==> src/rtl/etapa_escritura.sv <==
// MEM/WB pipeline register and write-back stage: latches the memory-stage bundle,
// selects the write-back source, flags register-file bypass hits and counts retirements.
module etapa_escritura #(
  parameter int unsigned ANCHO = 32,
  parameter int unsigned DIR   = 5
) (
  input  logic             clk,
  input  logic             rst,
  input  logic             ent_valido,
  output logic             ent_listo,
  input  logic             detener,
  input  logic             vaciar,
  input  logic [ANCHO-1:0] ent_resalu,
  input  logic [ANCHO-1:0] ent_datomem,
  input  logic [ANCHO-1:0] ent_pc4,
  input  logic [ANCHO-1:0] ent_inm,
  input  logic [1:0]       ent_selwb,
  input  logic             ent_regesc,
  input  logic [DIR-1:0]   ent_diresc,
  input  logic [DIR-1:0]   dirlec1,
  input  logic [DIR-1:0]   dirlec2,
  output logic [ANCHO-1:0] datoesc,
  output logic [DIR-1:0]   diresc,
  output logic             enesc,
  output logic             usa_fwd1,
  output logic             usa_fwd2,
  output logic [31:0]      cnt_retiro
);

  logic             carga;
  logic             v_q;
  logic [ANCHO-1:0] resalu_q;
  logic [ANCHO-1:0] datomem_q;
  logic [ANCHO-1:0] pc4_q;
  logic [ANCHO-1:0] inm_q;
  logic [1:0]       selwb_q;
  logic             regesc_q;
  logic [DIR-1:0]   diresc_q;
  logic [31:0]      cnt_q;

  assign ent_listo = ~detener;
  assign carga     = ent_valido & ~detener;

  always_ff @(posedge clk) begin
    if (rst) begin
      v_q       <= 1'b0;
      resalu_q  <= '0;
      datomem_q <= '0;
      pc4_q     <= '0;
      inm_q     <= '0;
      selwb_q   <= 2'b00;
      regesc_q  <= 1'b0;
      diresc_q  <= '0;
      cnt_q     <= '0;
    end else begin
      // A flushed bundle leaves the data registers untouched; only v_q matters.
      v_q <= carga & ~vaciar;
      if (carga && !vaciar) begin
        resalu_q  <= ent_resalu;
        datomem_q <= ent_datomem;
        pc4_q     <= ent_pc4;
        inm_q     <= ent_inm;
        selwb_q   <= ent_selwb;
        regesc_q  <= ent_regesc;
        diresc_q  <= ent_diresc;
      end
      if (v_q) begin
        cnt_q <= cnt_q + 32'd1;
      end
    end
  end

  always_comb begin
    datoesc = resalu_q;
    unique case (selwb_q)
      2'b00:   datoesc = resalu_q;
      2'b01:   datoesc = datomem_q;
      2'b10:   datoesc = pc4_q;
      2'b11:   datoesc = inm_q;
      default: datoesc = resalu_q;
    endcase
  end

  assign diresc     = diresc_q;
  assign enesc      = v_q & regesc_q & (diresc_q != '0);
  assign usa_fwd1   = enesc & (diresc_q == dirlec1);
  assign usa_fwd2   = enesc & (diresc_q == dirlec2);
  assign cnt_retiro = cnt_q;

endmodule

==> config.mk <==
export PLATFORM = sky130hd
export DESIGN_NAME = etapa_escritura
export DESIGN_NICKNAME = d
export VERILOG_FILES = /design/src/rtl/etapa_escritura.sv
export SDC_FILE = /design/constraint.sdc
export NUM_CORES = 1
export LEC_CHECK = 0
export BUFFER_PORTS_ARGS = -buffer_cell sky130_fd_sc_hd__buf_2
export CORE_MARGIN = 8
export CORE_UTILIZATION = 51
export CTS_CLUSTER_SIZE = 16
export DETAILED_ROUTE_END_ITERATION = 8
export PLACE_DENSITY = 0.92
export SETUP_SLACK_MARGIN = 0.02
export SLEW_MARGIN = 15
export SYNTH_ARGS = -nofsm -noshare
export SYNTH_HDL_FRONTEND = slang
export SYNTH_SLANG_ARGS = --single-unit
==> constraint.sdc <==
create_clock -name clk -period 2.8 [get_ports clk]
set_input_delay 0.56 -clock clk [delete_from_list [all_inputs] [get_ports clk]]
set_output_delay 0.56 -clock clk [all_outputs]
set_load 0.05 [all_outputs]
==> impl_metrics.ini, run 1 <==
[floorplan]
die_y_um = 134
die_w_um = 134
coreArea_um2 = 13800
initial_core_util_pct = 51.7
num_rows = 43
dieArea_um2 = 18000
pin_count = 224

[clock_tree]
path_clk_slew_ns = 0.07
htree_levels = 4
cts-root-buf = clkbuf_16
ctsResizeCount = 0
cts_setup_buffers = 0
numCtsBuffers = 17
clk_latency_ns = 0.42
cts_sinks = 169
cts.path.max_buffers = 2
ctsHoldBuffers = 0
tritoncts = yes

[drt]
vias_per_cell = 5.44
routed_wl_um = 19700
wl_per_cell_um = 16.2
vias = 6621
drtPass1Iterations = 5
drt.antenna.violating_nets = 0
drt-initial-drc-count = 526
remaining_drc_errors = 0

[critical_path]
end_kind = output pin
worst-path-max-fanout = 28
required_ns = 2.24
rr_worst_depth = 5
arrival_ns = 1.97
critPathLaunchType = flip-flop
startpoint = selwb_q[1]
worstSetupPathType = reg2out
rr_startpoint = cnt_retiro[0]

[synthesis]
ys_ff_latch = 169
yosysTopAreaCell = dfxtp_1
synth-main-ff-cell = dfxtp_1
synth-edff-count = 0
ys_types = 42
yosys_warnings = 0
ys_seq_area_share_pct = 47.6
synth_area_leaders = dfxtp_1 48%, nand2_1 15%, a21oi_1 11%, mux4_2 10%, clkbuf_1 2.5%
syn_inst = 836
synth_fp_nets = 988
syn_avg_cell_area_um2 = 8.51
yosysTopAreaCellShare_pct = 47.6
synthesis.area_um2 = 7110
synthArstFlopShare_pct = 0

[pwr]
p_leak_nw = 3.52
vdd_drop_max_v = 0.000417
powerDensity_nw_per_um2 = 593

[placed_design]
post-place-ws_ns = 0.682
portBuffers = 223
finalWeightedCongestion = 0.894
dp_hpwl_um = 13700

[run]
drv_cap = 0

[global_route]
grtUsageTotal_pct = 21.7
grt_start_max_net_pins = 170
antenna_found_initial = 2
grt_overflow = 0
grt_pass1_vias = 6428
grt_pass1_wl_um = 31600

[sta]
fin_crit_ns = 2.53
maxSlewHeadroom_pct = 48.5
rsz0062_at_grt = false
setup_slack_ns = 0.271
whs_ns = 0.367
finalSetupViolCount = 0
max_freq_ghz = 0.395
period_share_pct = 90.3
drv_slew = 0
worst_pin_slew_ns = 0.773
clock_skew_ns = 0.0100
hold_viol = 0

[layout]
layout_common_cells = 287 x nand2_1, 222 x buf_2, 167 x dfxtp_1
nets = 1174
area_delta_synth_final_pct = 25.4
final_common_cell = nand2_1
drive_gt1_share_pct = 30.0

[hold_path]
min_path_type = in2reg
min_from = ent_datomem[10]
holdPathStages = 3

[run_status]
outcome = completed
sequential cells by signal, indices dropped and copies added, names as in the netlist:
register / flops
selwb_q: 2
regesc_q: 1
v_q: 1
resalu_q: 32
cnt_retiro: 32
datomem_q: 32
inm_q: 32
pc4_q: 32
diresc: 5
per-layer routing:
metal	vias up	wire, µm	global-route usage, %	share of wire (%)
met3	30	1780	8.38	9.1
met2	268	10000	36.6	51
li1	3238	-	-	-
met5	-	0	0	0
met4	0	374	7.99	1.9
met1	3085	7470	24.4	38
worst max-delay path, cell delays in order (launching register included):
cell and delay [ns]:
dfxtp_2 0.48, buf_12 0.28, mux4_2 0.55, buf_2 0.23
cell usage after synthesis (all sizes together) (3+ instances only):
cell type	number
nand2	287
dfxtp	169
a21oi	154
clkbuf	47
mux4	32
buf	18
nand4	15
nor2	15
or4	13
xor2	12
nand3	11
o31ai	10
xnor2	10
o21ai	7
and3	6
or3	6
nor4	4
and2	3
and4	3
inv	3
power by group:
group          internal [W]  switching (W)
Combinational      0.000183       0.000269
Sequential          0.00247      0.0000412
Clock               0.00135       0.000980
Total               0.00400        0.00129
area by class of cell:
| cell class | count | area (µm²) |
|---|---|---|
| Inverter | 3 | 11.3 |
| Tap cell | 180 | 225 |
| Sequential cell | 169 | 3390 |
| Multi-Input combinational cell | 598 | 3460 |
| Antenna cell | 2 | 5.00 |
| Clock buffer | 20 | 447 |
| Fill cell | 1129 | 4850 |
| Clock inverter | 12 | 141 |
| Timing Repair Buffer | 233 | 1240 |
through the flow:
| stage | power (W) | util, % | area, µm² | cells | TNS, ns |
|---|---|---|---|---|---|
| 3_5_place_dp | 0.00302 | 60.5 | 8330 | 1183 | 0 |
| 5_1_grt | 0.00547 | 64.8 | 8920 | 1217 | 0 |
| 6_report | 0.00529 | 64.8 | 8920 | 1217 | 0 |
| 4_1_cts | 0.00533 | 64.7 | 8910 | 1215 | 0 |
| 2_1_floorplan | 0.00283 | - | 7110 | 836 | -0.668 |
| 3_3_place_gp | 0.00301 | 60.5 | 8330 | 1183 | 0 |
worst paths after layout:
path / endpoint / slack (ns)
max: datoesc[24] / 0.27
min: datomem_q[10] / 0.37
max reg2reg: cnt_retiro[28] / 0.66
min reg2reg: datomem_q[25] / 0.45
logic make-up (layout without fill, tap and decap cells):
| family | after synthesis | after routing | share of synthesized area, % |
|---|---|---|---|
| compound gates | 175 | 175 | 12.9 |
| xor+xnor | 22 | 22 | 2.71 |
| fa+ha+maj | 1 | 1 | 0.176 |
| buf+inv | 69 | 268 | 4.05 |
| flops | 169 | 169 | 47.6 |
| mux | 33 | 33 | 10.3 |
| other cells | 0 | 2 | 0 |
| simple gates | 367 | 367 | 22.4 |
(Power assumes the default switching activity.)
==> run 2: changes to the inputs <==
- CTS_CLUSTER_SIZE: 16 -> default
- RECOVER_POWER: default -> 100
==> run 2 against run 1 <==
  * The run now ends with capacitance limit, slew limit left
  * Setup slack got worse by 0.034 ns
  * Global-route usage is the same
  * Final cell count is the same
  * Via count barely moved
  * Sequential share of layout area increased by 0.29 points
  * Worst hold slack about the same
  * Count of clock-buffer cells in the layout did not move
  * Clock skew about the same
  * Critical endpoint unchanged
==> impl_metrics.ini, run 2 (synthesized netlist as in run 1, its figures left out) <==
[run_status]
outcome = finished, violations left
violations = capacitance limit, slew limit

[critical_path]
critPathSlowestCell = mux4_2
critPathLaunchType = flip-flop
critPathMaxStageDelay_ns = 0.56
critPathTopFamily = multiplexers
end_kind = output pin
rr_endpoint = cnt_retiro[28]
path_cells = buf_12 -> mux4_2 -> clkbuf_2
rr_startpoint = cnt_retiro[0]
worst-path-max-fanout = 28
path_buf_inv = 2
rrSetupSlack_ns = 0.65
rr_worst_depth = 5
worstSetupPathType = reg2out
arrival_ns = 2.00
required_ns = 2.24

[hold_path]
min_from = ent_datomem[10]
min_path_type = in2reg
hold_end = datomem_q[10]
holdPathStages = 3

[clock_tree]
tritoncts = yes
cts.path.max_buffers = 2
clk_latency_ns = 0.42
htree_levels = 4
path_clk_slew_ns = 0.07
ctsResizeCount = 0
cts_setup_buffers = 0
ctsHoldBuffers = 0
numCtsBuffers = 17
cts_sinks = 169
cts-root-buf = clkbuf_16

[layout]
fin_cells = 1217
nets = 1174
post-route-util_pct = 64.3
drive_gt1_share_pct = 25.7
final_common_cell = nand2_1
layout_common_cells = 287 x nand2_1, 167 x dfxtp_1, 154 x a21oi_1
area_delta_synth_final_pct = 24.4
stdcell_area_um2 = 8850

[floorplan]
die_w_um = 134
dieArea_um2 = 18000
num_rows = 43
pin_count = 224
die_y_um = 134
coreArea_um2 = 13800
initial_core_util_pct = 51.7

[sta]
hold_viol = 0
fin_crit_ns = 2.56
rsz0062_at_grt = false
drv_slew = 170
finalSetupViolCount = 0
worst_pin_slew_ns = 1.82
maxSlewHeadroom_pct = -21.1
max_freq_ghz = 0.390
setup_slack_ns = 0.237
clock_skew_ns = 0.00999
period_share_pct = 91.5

[run]
drv_cap = 1

[placed_design]
dp_hpwl_um = 13700
post-place-ws_ns = 0.682
portBuffers = 223
finalWeightedCongestion = 0.894
place_area_um2 = 8330
dpl.cell_count = 1183

[drt]
wl_per_cell_um = 16.2
remaining_drc_errors = 0
drtPass1Iterations = 5
drt-initial-drc-count = 490
routed_wl_um = 19700
vias_per_cell = 5.44
drt.antenna.violating_nets = 0
vias = 6618

[global_route]
antenna_found_initial = 2
grtUsageTotal_pct = 21.7
grt_pass1_wl_um = 31600
grt_overflow = 0
grt_start_max_net_pins = 170
grt_pass1_vias = 6428

[pwr]
vdd_drop_max_v = 0.000417
p_leak_nw = 3.31
powerDensity_nw_per_um2 = 597
## run 2: worst register-to-register path, delay by kind of cell (launching register included)
kind | cells | cell delay, ns
DFF | 1 | 0.43
AOI/OAI and AO/OA | 1 | 0.15
adders and majority gates | 1 | 0.26
and+or+nand+nor | 3 | 1.22
## run 2: cell type report
type / count / area [µm²]
diodes: 2 / 5.00
multi-input cells: 598 / 3460
inverters: 3 / 11.3
well taps: 180 / 225
fillers: 1162 / 4920
repair buffers: 233 / 1180
clock inverters: 12 / 141
flip-flops and latches: 169 / 3390
clock buffers: 20 / 447
## run 2: per-stage QoR
step	hold slack (ns)	setup TNS, ns	total power (W)
final	0.366	0	0.00529
after global routing	0.355	0	0.00547
after CTS	0.349	0	0.00533
after detailed placement	0.444	0	0.00302
after global placement	0.439	0	0.00301
after floorplan	0.433	-0.668	0.00283
## run 2: layer usage
layer / GRT usage [%] / share of wire (%) / up-vias
met5: 0 / 0 / -
met4: 7.99 / 2.0 / 0
met3: 8.38 / 9.2 / 36
met2: 36.6 / 51 / 253
met1: 24.4 / 38 / 3094
li1: - / - / 3235
## run 2: worst max-delay path by stage
stage,startpoint,endpoint,slack [ns],cells past startpoint
after floorplan,diresc[0],usa_fwd1,-0.33,3
after global placement,selwb_q[1],datoesc[13],0.72,3
after detailed placement,selwb_q[1],datoesc[24],0.68,3
after CTS,selwb_q[1],datoesc[24],0.22,3
after global routing,selwb_q[1],datoesc[10],0.15,3
final,selwb_q[1],datoesc[24],0.24,3
## run 2: where the power goes
| part | switching [W] | internal [W] |
|---|---|---|
| combinational | 0.000269 | 0.000179 |
| clock | 0.000980 | 0.00135 |
| sequential | 0.0000410 | 0.00247 |
| total | 0.00129 | 0.00400 |
